**src/rtl/key_scan_control.sv**
```systemverilog
// key_scan_control: conditions the raw active-low board pushbuttons into
// debounced levels and one-cycle press pulses. The pulses from KEY[0..2]
// drive the LED scanner's run/pause flag and its saturating speed select.
// Everything runs in the CLOCK_50 domain; KEY is asynchronous to it.
module key_scan_control #(
    parameter int NUM_KEYS        = 3,        // must be >= 3: KEY[0..2] are decoded
    parameter int DEBOUNCE_CYCLES = 1000000,  // 20 ms at 50 MHz
    parameter int CNT_W           = 20,       // 2**CNT_W > DEBOUNCE_CYCLES
    parameter int SPEED_W         = 3,
    parameter int SPEED_MAX       = 7,
    parameter int SPEED_RESET     = 3
) (
    input  logic                CLOCK_50,
    input  logic                RESET_N,
    input  logic [NUM_KEYS-1:0] KEY,
    output logic [NUM_KEYS-1:0] key_level,
    output logic [NUM_KEYS-1:0] key_press,
    output logic                run,
    output logic [SPEED_W-1:0]  speed
);

    typedef enum logic {
        ST_STABLE,
        ST_CONFIRM
    } db_state_e;

    localparam logic [CNT_W-1:0]   CNT_LAST   = CNT_W'(DEBOUNCE_CYCLES - 1);
    localparam logic [SPEED_W-1:0] SPEED_TOP  = SPEED_W'(SPEED_MAX);
    localparam logic [SPEED_W-1:0] SPEED_INIT = SPEED_W'(SPEED_RESET);

    logic [NUM_KEYS-1:0] sync1_q, sync2_q;
    logic [NUM_KEYS-1:0] sync;
    db_state_e           state_q [NUM_KEYS];
    db_state_e           state_d [NUM_KEYS];
    logic [CNT_W-1:0]    cnt_q   [NUM_KEYS];
    logic [CNT_W-1:0]    cnt_d   [NUM_KEYS];
    logic [NUM_KEYS-1:0] level_q, level_d;
    logic [NUM_KEYS-1:0] level_dly_q;
    logic [NUM_KEYS-1:0] press_q;
    logic                run_q, run_d;
    logic [SPEED_W-1:0]  speed_q, speed_d;

    // Two-flop synchronizer on the raw pins; reset to 1 so a released key is seen.
    always_ff @(posedge CLOCK_50 or negedge RESET_N) begin
        if (!RESET_N) begin
            sync1_q <= '1;
            sync2_q <= '1;
        end else begin
            // NOTE: non-blocking so sync2_q takes the old sync1_q, giving two real flop stages.
            sync1_q <= KEY;
            sync2_q <= sync1_q;
        end
    end

    // Active-high synchronized key state; everything downstream uses only this.
    assign sync = ~sync2_q;

    // Per-key debounce: accept a level change only after DEBOUNCE_CYCLES consecutive differing samples.
    always_comb begin
        level_d = level_q;
        for (int i = 0; i < NUM_KEYS; i++) begin
            // NOTE: every output gets its hold value first, so no path leaves it unassigned (no latch).
            state_d[i] = state_q[i];
            cnt_d[i]   = cnt_q[i];
            unique case (state_q[i])
                ST_STABLE: begin
                    if (sync[i] != level_q[i]) begin
                        state_d[i] = ST_CONFIRM;
                        cnt_d[i]   = CNT_W'(1);
                    end
                end
                ST_CONFIRM: begin
                    if (sync[i] == level_q[i]) begin
                        state_d[i] = ST_STABLE;
                        cnt_d[i]   = '0;
                    end else if (cnt_q[i] == CNT_LAST) begin
                        level_d[i] = ~level_q[i];
                        state_d[i] = ST_STABLE;
                        cnt_d[i]   = '0;
                    end else begin
                        cnt_d[i] = cnt_q[i] + CNT_W'(1);
                    end
                end
            endcase
        end
    end

    // Debounce state, counters and levels; a reset discards any partial count.
    always_ff @(posedge CLOCK_50 or negedge RESET_N) begin
        if (!RESET_N) begin
            // NOTE: these per-key arrays are control state, not storage, so every entry is reset.
            for (int i = 0; i < NUM_KEYS; i++) begin
                state_q[i] <= ST_STABLE;
                cnt_q[i]   <= '0;
            end
            level_q <= '0;
        end else begin
            for (int i = 0; i < NUM_KEYS; i++) begin
                state_q[i] <= state_d[i];
                cnt_q[i]   <= cnt_d[i];
            end
            level_q <= level_d;
        end
    end

    // Registered rising-edge detect on the debounced level: one pulse per press, none on release.
    always_ff @(posedge CLOCK_50 or negedge RESET_N) begin
        if (!RESET_N) begin
            level_dly_q <= '0;
            press_q     <= '0;
        end else begin
            level_dly_q <= level_q;
            press_q     <= level_q & ~level_dly_q;
        end
    end

    // Control decode: KEY0 toggles run, KEY1/KEY2 step speed with explicit saturation checks.
    always_comb begin
        run_d   = run_q;
        speed_d = speed_q;
        if (press_q[0]) begin
            run_d = ~run_q;
        end
        // Opposing speed keys in the same cycle cancel out.
        if (press_q[1] && !press_q[2] && (speed_q < SPEED_TOP)) begin
            speed_d = speed_q + SPEED_W'(1);
        end else if (press_q[2] && !press_q[1] && (speed_q != '0)) begin
            speed_d = speed_q - SPEED_W'(1);
        end
    end

    // Control registers.
    always_ff @(posedge CLOCK_50 or negedge RESET_N) begin
        if (!RESET_N) begin
            run_q   <= 1'b1;
            speed_q <= SPEED_INIT;
        end else begin
            run_q   <= run_d;
            speed_q <= speed_d;
        end
    end

    assign key_level = level_q;
    assign key_press = press_q;
    assign run       = run_q;
    assign speed     = speed_q;

endmodule
```
**config.mk**
```make
export PLATFORM = sky130hd
export DESIGN_NAME = key_scan_control
export DESIGN_NICKNAME = d
export VERILOG_FILES = /design/src/rtl/key_scan_control.sv
export SDC_FILE = /design/constraint.sdc
export NUM_CORES = 1
export LEC_CHECK = 0
export ABC_CLOCK_PERIOD_IN_PS = 2100
export CAP_MARGIN = 10
export CORE_ASPECT_RATIO = 1.1
export CORE_MARGIN = 4
export CORE_UTILIZATION = 35
export CTS_CLUSTER_SIZE = 40
export DETAILED_ROUTE_END_ITERATION = 8
export PLACE_DENSITY = 0.52
export SLEW_MARGIN = 20
export SYNTH_ARGS = -nofsm -noshare
export SYNTH_HDL_FRONTEND = slang
export SYNTH_SLANG_ARGS = --single-unit
```
**constraint.sdc**
```tcl
create_clock -name CLOCK_50 -period 2.1 [get_ports CLOCK_50]
set_input_delay 0.42 -clock CLOCK_50 [delete_from_list [all_inputs] [get_ports CLOCK_50]]
set_output_delay 0.42 -clock CLOCK_50 [all_outputs]
set_load 0.01 [all_outputs]
```
; ---- Yosys cells after proc, flatten, opt, wreduce, memory -nomap -nowiden
; Cells that the tools add are included.
[totals]
reg_bits = 82
latch_bits = 0
mem_bits_rw = 0
mem_bits_ro = 0
in_bits = 5
mem_count = 0
[op_classes]
addsub = 5
mul = 0
div = 0
order_cmp = 1
eq_ne = 12
n_shift = 0
muxes = 26
bitwise = 13
n_reduce_logical = 11
[ops]
columns = operator, n
row1 = two-way mux 20 bit, 9
row2 = one-hot mux 20 bit (2 select lines), 3
row3 = "adder 20 x 1 -> 20 bit, second input constant", 3
row4 = "== test 20 bit, second input constant", 3
row5 = NOT 1 bit, 10
row6 = two-way mux 1 bit, 9
row7 = AND reduction 3 bit, 3
row8 = two-way mux 3 bit, 2
row9 = "!= test 2 bit, second input constant", 3
row10 = NOT 3 bit, 2
row11 = one-hot mux 1 bit (2 select lines), 3
row12 = logical AND 1 bit, 4
row13 = "adder 3 x 1 -> 3 bit, second input constant", 1
row14 = AND 3 bit, 1
row15 = == test 1 bit, 3
row16 = "< comparator 3 bit, second input constant", 1
row17 = != test 1 bit, 3
row18 = nonzero test 3 bit, 1
row19 = "subtractor 3 x 1 -> 3 bit, second input constant", 1
row20 = logical NOT 1 bit, 2
row21 = nonzero test 2 bit, 1

; ---- Longest topological paths before layout
[depth]
ltp_word = 5
depth_mapped = 8

; ---- Worst setup path before layout
; No wires, ideal clock.
[synth_path]
path_kind = register -> register
start = register cnt_q[20] (netlist name)
end = register cnt_q[38] (netlist name)
setup_ns = 0.118
arrival_time_ns = 1.764
setup_slack_ns = 0.218
stages_incl_launch_ff = 8
n_path_buf = 1
synth_period_minus_slack_ns = 1.882
path_cell_list = dfrtp_1 -> ha_1 -> and3_1 -> nand3_1 -> o311a_1 -> buf_6 -> a32o_1 -> a21o_1
[synth_via]
elab_chain_cells = 4
[synth_rtl]
columns = element, line_no
row1 = from (decl), 35  ; logic [CNT_W-1:0] cnt_q [NUM_KEYS];
row2 = "from (signal, indexed assignment)", 100  ; cnt_q[i] <= cnt_d[i];
row3 = adder 20 x 1 -> 20 bit / == test 20 bit (equally long branches), "81, 76"
row4 = two-way mux 20 bit *, 76  ; end else if (cnt_q[i] == CNT_LAST) begin
row5 = two-way mux 20 bit *, 73  ; if (sync[i] == level_q[i]) begin
row6 = one-hot mux 20 bit (2 select lines) *, 65  ; unique case (state_q[i])
; Mark *: on every way between the ends. The rest lies on a longest branch, timed or not.
; A chain may end at the register's enable or synchronous reset.

; ---- Worst setup path after layout
; Same ends and word-level chain as after synthesis.

==> impl_metrics.yaml <==
cells_and_area:
  fin_util_pct: 42.4
  nets: 499
  design_area_mm2: 0.00508
  layout-drive-gt1-share_pct: 14.1
  fillers: 1148
  n_antenna_cell: 0
  synthToLayoutAreaGrowth_pct: 18.8
synthesis:
  yosysMostFrequentCell: "dfrtp_1"
  ys.warnings.count: 0
  async_flop_share_pct: 100
  synth_edf_count: 0
  synth_top_area_share_pct: 42.7
  seq_area_frac_synth_pct: 48.2
  synth_area_leaders: "dfrtp_1 (43%), dfstp_2 (5.5%), a31oi_1 (5.4%), nand2_1 (4.8%), nand3_1 (4.0%)"
  synth_commonest_cells: "dfrtp_1 (73), nand2_1 (55), a31oi_1 (37)"
  ys_types: 53
  ys_seq_elements: 82
  syn_avg_cell_area_um2: 9.43
  synth_cells: 454
  synth_largest_area_cell: "dfrtp_1"
  synth_nets: 463
  ys.flop_type: "dfrtp_1"
  synth_area_mm2: 0.00428
die:
  die_h_um: 124
  initial_core_util_pct: 35.7
  die_area_mm2: 0.0141
  core.rowCount: 42
  die_w_um: 113
  io_pins: 15
  core_area_mm2: 0.0120
critical_path:
  cp_max_fo: 28
  setup.worst_path.class: "flop to flop"
  required_ns: 2.33
  cp_slowest_stage_delay_ns: 0.40
  path_cells: "ha_1, and3_2, nand3_2, o311a_1, buf_12, a32o_1, a21o_1"
  startpoint_type: "flop"
  r2r_setup_slack_ns: 0.12
  end_kind: "flop"
  crit_arrival_ns: 2.21
  cp_slowest_cell: "o311a_1"
route:
  ant_nets: 0
  via_per_inst: 5.45
  route.vias.total: 3534
  highest_layer: "met4"
  drt_pass1_iterations: 4
  drcViolationCount: 0
  drt_iter0_drc: 259
  wl_met3_um: 270
  drt-met1-wl_um: 4430
  routed-wl-met2_um: 4290
  wl_per_cell_um: 14.1
  drt_wl_total_um: 9180
timing:
  setup_viol: 0
  hold_ws_ns: 0.356
  worstMarginPinSlew_ns: 0.687
  hold_viol_final: 0
  clock_skew_ns: 0.00589
  max-slew-margin-rel_pct: 54.1
  max_freq_mhz: 504
  period_share_pct: 94.5
  report.final.slew_viol_count: 0
  finalCriticalPeriod_ns: 1.98
  grt_setup_unrepaired: "no"
pwr:
  max-vdd-ir-drop_v: 0.000372
  p_total_w: 0.00334
  leakage_nw: 2.17
  power.density_mw_per_mm2: 658
min_path:
  worstHoldPathType: "flop to flop"
place:
  gp_congestion: 0.793
  dp_hpwl_um: 6230
  dpl-instance-area_mm2: 0.00476
  portBuffers: 14
clock_network:
  htreeDepth: 3
  numCtsBuffers: 9
  clkLatencyLatePin_ns: 0.34
  cts_root_buf: "clkbuf_16"
  cts_setup_buffers: 0
  clockBufferDepth: 2
  clock-sinks: 82
  cts_tree: "yes"
  clkTransAtPathRegs_ns: 0.06
run_status:
  status: "finished, final reports clean"
job:
  cap_violations: 0
global_routing:
  antenna_found_initial: 0
  first_global_vias: 3278
  grt_max_degree: 42
  grt_pass1_wl_um: 15900
  grt_util_all_layers_pct: 14.0
  grt-ovfl-total: 0
==> state kept, by name (all words and copies together), names as in the netlist <==
name	flops
key_press	3
level_dly_q	3
cnt_q	60
sync1_q	3
speed	3
key_level	3
sync2_q	3
run	1
state_q	3
==> placed cells by master, fill, tap and decap left out, drive strengths merged, types with 2 or more instances in the layout <==
cell,instances
clkdlybuf4s50,13
nor2,26
nand3,35
o31a,2
dfstp,9
a31oi,37
or2,5
o21a,3
a21oi,33
nand2b,5
and2,3
nand2,55
a32o,3
o211ai,2
buf,29
and3,7
xnor2,4
dfrtp,73
a22o,8
clkbuf,13
nand3b,2
mux2i,9
o21ai,23
ha,3
nor3b,2
nor4,9
nor3,15
a41oi,8
nor2b,8
nand4,10
clkinv,3
inv,9
or3,2
a21o,12
and4b,2
==> worst paths after layout <==
kind / startpoint / endpoint / cells after the start
max: cnt_q[20]$_DFFE_PN0P_ / cnt_q[38]$_DFFE_PN0P_ / 7
min: sync1_q[0]$_DFF_PN1_ / sync2_q[0]$_DFF_PN1_ / 0
max reg2reg: cnt_q[20]$_DFFE_PN0P_ / cnt_q[38]$_DFFE_PN0P_ / 7
min reg2reg: sync1_q[0]$_DFF_PN1_ / sync2_q[0]$_DFF_PN1_ / 0
max in group asynchronous: RESET_N / run$_DFFE_PN1P_ / 3
min in group asynchronous: RESET_N / cnt_q[1]$_DFFE_PN0P_ / 2
==> kinds of logic (layout without fill, tap and decap cells) <==
| kind of cell | Yosys count | after routing | share of synthesized area [%] |
|---|---|---|---|
| and+or+nand+nor | 190 | 190 | 23.3 |
| DFF | 82 | 82 | 48.2 |
| xor gates and xnor gates | 5 | 5 | 1.02 |
| AOI/OAI and AO/OA | 137 | 137 | 20.8 |
| adders and majority gates | 4 | 4 | 1.35 |
| muxes | 9 | 9 | 2.11 |
| buffers and inverters | 27 | 68 | 3.13 |
==> critical path, delay by kind of cell, from the launching register on <==
kind / cells / cell delay, ns
buffers and inverters: 1 / 0.17
flip-flops: 1 / 0.35
AND/OR/NAND/NOR: 2 / 0.36
adder cells (fa/ha/maj): 1 / 0.21
AO/OA/AOI/OAI: 3 / 0.77
==> routing by layer <==
layer  vias to the layer above  global-route usage, %
met5                         -                      0
li1                       1778                      -
met3                        12                   2.72
met1                      1705                   18.8
met4                         0                   6.31
met2                        39                   22.2
==> layout make-up <==
type | instances | area [um^2] | share of cell area [%]
tap | 154 | 193 | 3.79
multi-input combinational | 345 | 2120 | 41.8
clock buffer | 13 | 260 | 5.12
clock inverter | 3 | 15.0 | 0.295
inverter | 9 | 33.8 | 0.664
sequential | 82 | 2060 | 40.6
timing repair buffer | 43 | 395 | 7.78
==> where the power goes <==
part           total, W  internal (W)  leakage, nW  switching (W)
sequential      0.00166       0.00162         1.10      0.0000344
clock           0.00146      0.000860        0.139       0.000601
combinational  0.000228     0.0000910        0.938       0.000137
==> through the flow <==
stage	setup WS, ns	setup TNS (ns)	instances
after floorplan	0.218	0	454
after global placement	-0.0575	-0.105	632
after detailed placement	-0.180	-0.813	632
after CTS	0.0740	0	649
after global routing	0.00988	0	649
final	0.116	0	649
==> what timing repair did <==
item                       CTS  global route
hold buffers                 1             0
setup endpoints to repair   15            15
gates resized for setup      2             5
cloned                       0             0
pin swaps                    0             1
hold endpoints to repair     1             0
Power figures use the tool's default switching activity.
==> RTL edit 1 (config.mk and constraints unchanged) <==
The parameter `CNT_W` goes from 20 to 10.
--- a/src/rtl/key_scan_control.sv
+++ b/src/rtl/key_scan_control.sv
@@ -6,5 +6,5 @@
     parameter int NUM_KEYS        = 3,        // must be >= 3: KEY[0..2] are decoded
     parameter int DEBOUNCE_CYCLES = 1000000,  // 20 ms at 50 MHz
-    parameter int CNT_W           = 20,       // 2**CNT_W > DEBOUNCE_CYCLES
+    parameter int CNT_W           = 10,       // 2**CNT_W > DEBOUNCE_CYCLES
     parameter int SPEED_W         = 3,
     parameter int SPEED_MAX       = 7,
Check against the original RTL: same outputs for any inputs over 10 cycles, from zero or initial values and one cycle with RESET_N low; that may be too few to reach the edited logic, so the function may still have changed.
==> RTL edit 1 against the unedited design <==
Power is 48% lower. Final cell count down 44%. Design area fell by 42%. Critical path type is now reg2out. Routed wire length shrank 45%. Synthesized area is 40% lower. Sequential cell count fell by 30. Global-route usage is 1.5 points lower. Sequential share of layout area up 4.0 points. Setup slack better by 0.039 ns.
==> RTL edit 1: results (changes against the unedited design) <==
metric	value	unit	change
status	finished, final reports clean		
Detailed Place HPWL	3430	um	-45%
worst hold slack	0.0950	ns	-0.261 ns
Unique masters post-synth	54		+1.9%
Setup crit start	speed[0]		
syn_nets	263		-43%
Layout non-clock buf frac	0.0654		-0.0123
vias per inst	5.37		-1.4%
post-cts resize count	0		-2
Reg2Reg Depth	5		-2
largest net degree at the start of global routing	53		+26%
Clock-cell share	0.0289		-0.0252
fillcell total	692		-40%
Crit path largest cell delay	0.65	ns	+0.25 ns
GRT Total Usage	0.125		-0.0155
share of layout cells above drive strength 1	0.141		-0.000620
clkbuf count	6		-7
Seq/total area	0.446		+0.0399
initial DRC count	46		-82%
die width	89.9	um	-21%
multi-input gates	187		-46%
Critical Path AT	1.53	ns	-0.68 ns
Inst Count DP	354		-44%
Setup crit end	speed[0]		
Max IR drop VDD	0.000242	V	-35%
RR Endpoint	cnt_q[29]		
Clock Skew	0.0122	ns	+0.00632 ns
leakage power	1.25	nW	-43%
worst hold path type	in2async		
clock sink count	52		-37%
CTS Buf Count	5		-4
worst slew pin tran	0.524	ns	-0.163 ns
sequential element share of the synthesized area	0.509		+0.0266
r2r setup slk	0.25	ns	+0.13 ns
synth cell count leaders	dfrtp_1 (43), nand2_1 (23), nor2_1 (17), o21ai_0 (17), nand3_1 (15)		
Inverters	10		+1
RTL edit 1: power groups by stage:
| stage | Combinational [W] | Clock, W | Sequential (W) |
|---|---|---|---|
| 2_1_floorplan | 0.0000711 | 0 | 0.00107 |
| 3_3_place_gp | 0.000122 | 0 | 0.00107 |
| 3_5_place_dp | 0.000122 | 0 | 0.00107 |
| 4_1_cts | 0.000122 | 0.000606 | 0.00106 |
| 5_1_grt | 0.000140 | 0.000639 | 0.00106 |
| 6_report | 0.000118 | 0.000569 | 0.00106 |
RTL edit 1: per-layer routing:
layer,track usage,routed length [um],up-vias
li1,-,-,977
met1,0.171,2530,932
met2,0.194,2240,28
met3,0.0300,182,7
met4,0.0448,77,0
met5,0,0,-
RTL edit 1: cells by family after synthesis:
family,count (synthesis),share of synthesized area
xor+xnor,9,0.0306
buf+inv,15,0.0218
mux,5,0.0204
fa+ha+maj,4,0.0223
compound gates,62,0.173
flops,52,0.509
simple gates,107,0.224
==> RTL edit 2 (same settings) <==
Without the edit above. Add an input register stage for `KEY`; this delays it by one clock. Comments in the files are not updated.
--- a/src/rtl/key_scan_control.sv
+++ b/src/rtl/key_scan_control.sv
@@ -29,4 +29,10 @@
     localparam logic [SPEED_W-1:0] SPEED_INIT = SPEED_W'(SPEED_RESET);
 
+    logic [NUM_KEYS-1:0] KEY_q;
+
+    always_ff @(posedge CLOCK_50) begin
+        KEY_q <= KEY;
+    end
+
     logic [NUM_KEYS-1:0] sync1_q, sync2_q;
     logic [NUM_KEYS-1:0] sync;
@@ -48,5 +54,5 @@
         end else begin
             // NOTE: non-blocking so sync2_q takes the old sync1_q, giving two real flop stages.
-            sync1_q <= KEY;
+            sync1_q <= KEY_q;
             sync2_q <= sync1_q;
         end
Check against the original RTL: same outputs for any inputs over 10 cycles, from zero or initial values and one cycle with RESET_N low; that may be too few to reach the edited logic, so the function may still have changed.
==> RTL edit 2 against the unedited design <==
Maximum frequency increased by 0.95%. Worst hold slack lost 0.33 ns. Synthesized area rose by 1.5%. Design area is 3.1% higher. Routed wire length increased by 3.0%. Sequential cell count grew 3. Power is 12% higher. Synthesized cell count is 2.6% higher. Combinational power shrank 3%. Utilization is 0.94 points higher. Setup slack better by 0.019 ns. Count of clock-buffer cells in the layout is 2 lower.
==> RTL edit 2: results (changes against the unedited design) <==
metric	value	unit	change
xor/xnor cell area share of the yosys netlist	0.0101		-0.000156
Synth Area in Adders	0.0132		-0.000205
Critical Path AT	2.18	ns	-0.03 ns
mux contribution to synthesized area	0.0161		-0.00493
syn_nets	475		+2.6%
area taken by multi-input logic gates	0.00211	sq mm	-0.88%
vias in the first global route	3540		+8.0%
largest net degree at the start of global routing	37		-12%
Metal-1 WL	4650	um	+4.9%
status	finished, final reports clean		
multi-input gates	349		+1.2%
CP max FO	14		-50%
routed len/inst	14.2	um	+0.36%
GR Layer Usage met2	0.218		-0.00410
Clock-cell share	0.0637		+0.00959
Max IR drop VDD	0.000508	V	+37%
Vias	3642		+3.1%
Global Route met1 Usage	0.190		+0.00262
critical path's top delay family	simple AND/OR/NAND/NOR gates		
P_clk	0.00179	W	+23%
gpl congestion	0.809		+2.0%
sequential element share of the synthesized area	0.489		+0.00646
Sw Ratio	0.231		about the same
worst hold path type	in2async		
overall power	0.00375	W	+12%
wire length on met2	4330	um	+1.0%
register area	0.00212	sq mm	+2.9%
-- RTL edit 2: cell types whose count changed in the layout (fill, tap and decap cells not counted), moves of 4 or more --
| cell | change |
|---|---|
| a21oi_1 | +7 |
| a31oi_1 | +5 |
| and3_1 | +5 |
| a21o_1 | -8 |
| buf_4 | +7 |
| o21ai_0 | +4 |
| nor2b_1 | -4 |
| nand2b_1 | +4 |
| o21ai_1 | -6 |
| nor3_1 | -4 |
| inv_1 | +4 |
-- RTL edit 2: path summary, 6_finish.rpt --
check                                from    endpoint  slack [ns]  cells after the start
worst min-delay path              RESET_N   cnt_q[32]        0.03                      1
max in group asynchronous         RESET_N    speed[1]        1.45                      2
min in group CLOCK_50            KEY_q[2]  sync1_q[2]        0.30                      0
worst min register to register   KEY_q[2]  sync1_q[2]        0.30                      0
worst max-delay path            cnt_q[35]   cnt_q[30]        0.13                      6
worst max register to register  cnt_q[35]   cnt_q[30]        0.13                      6
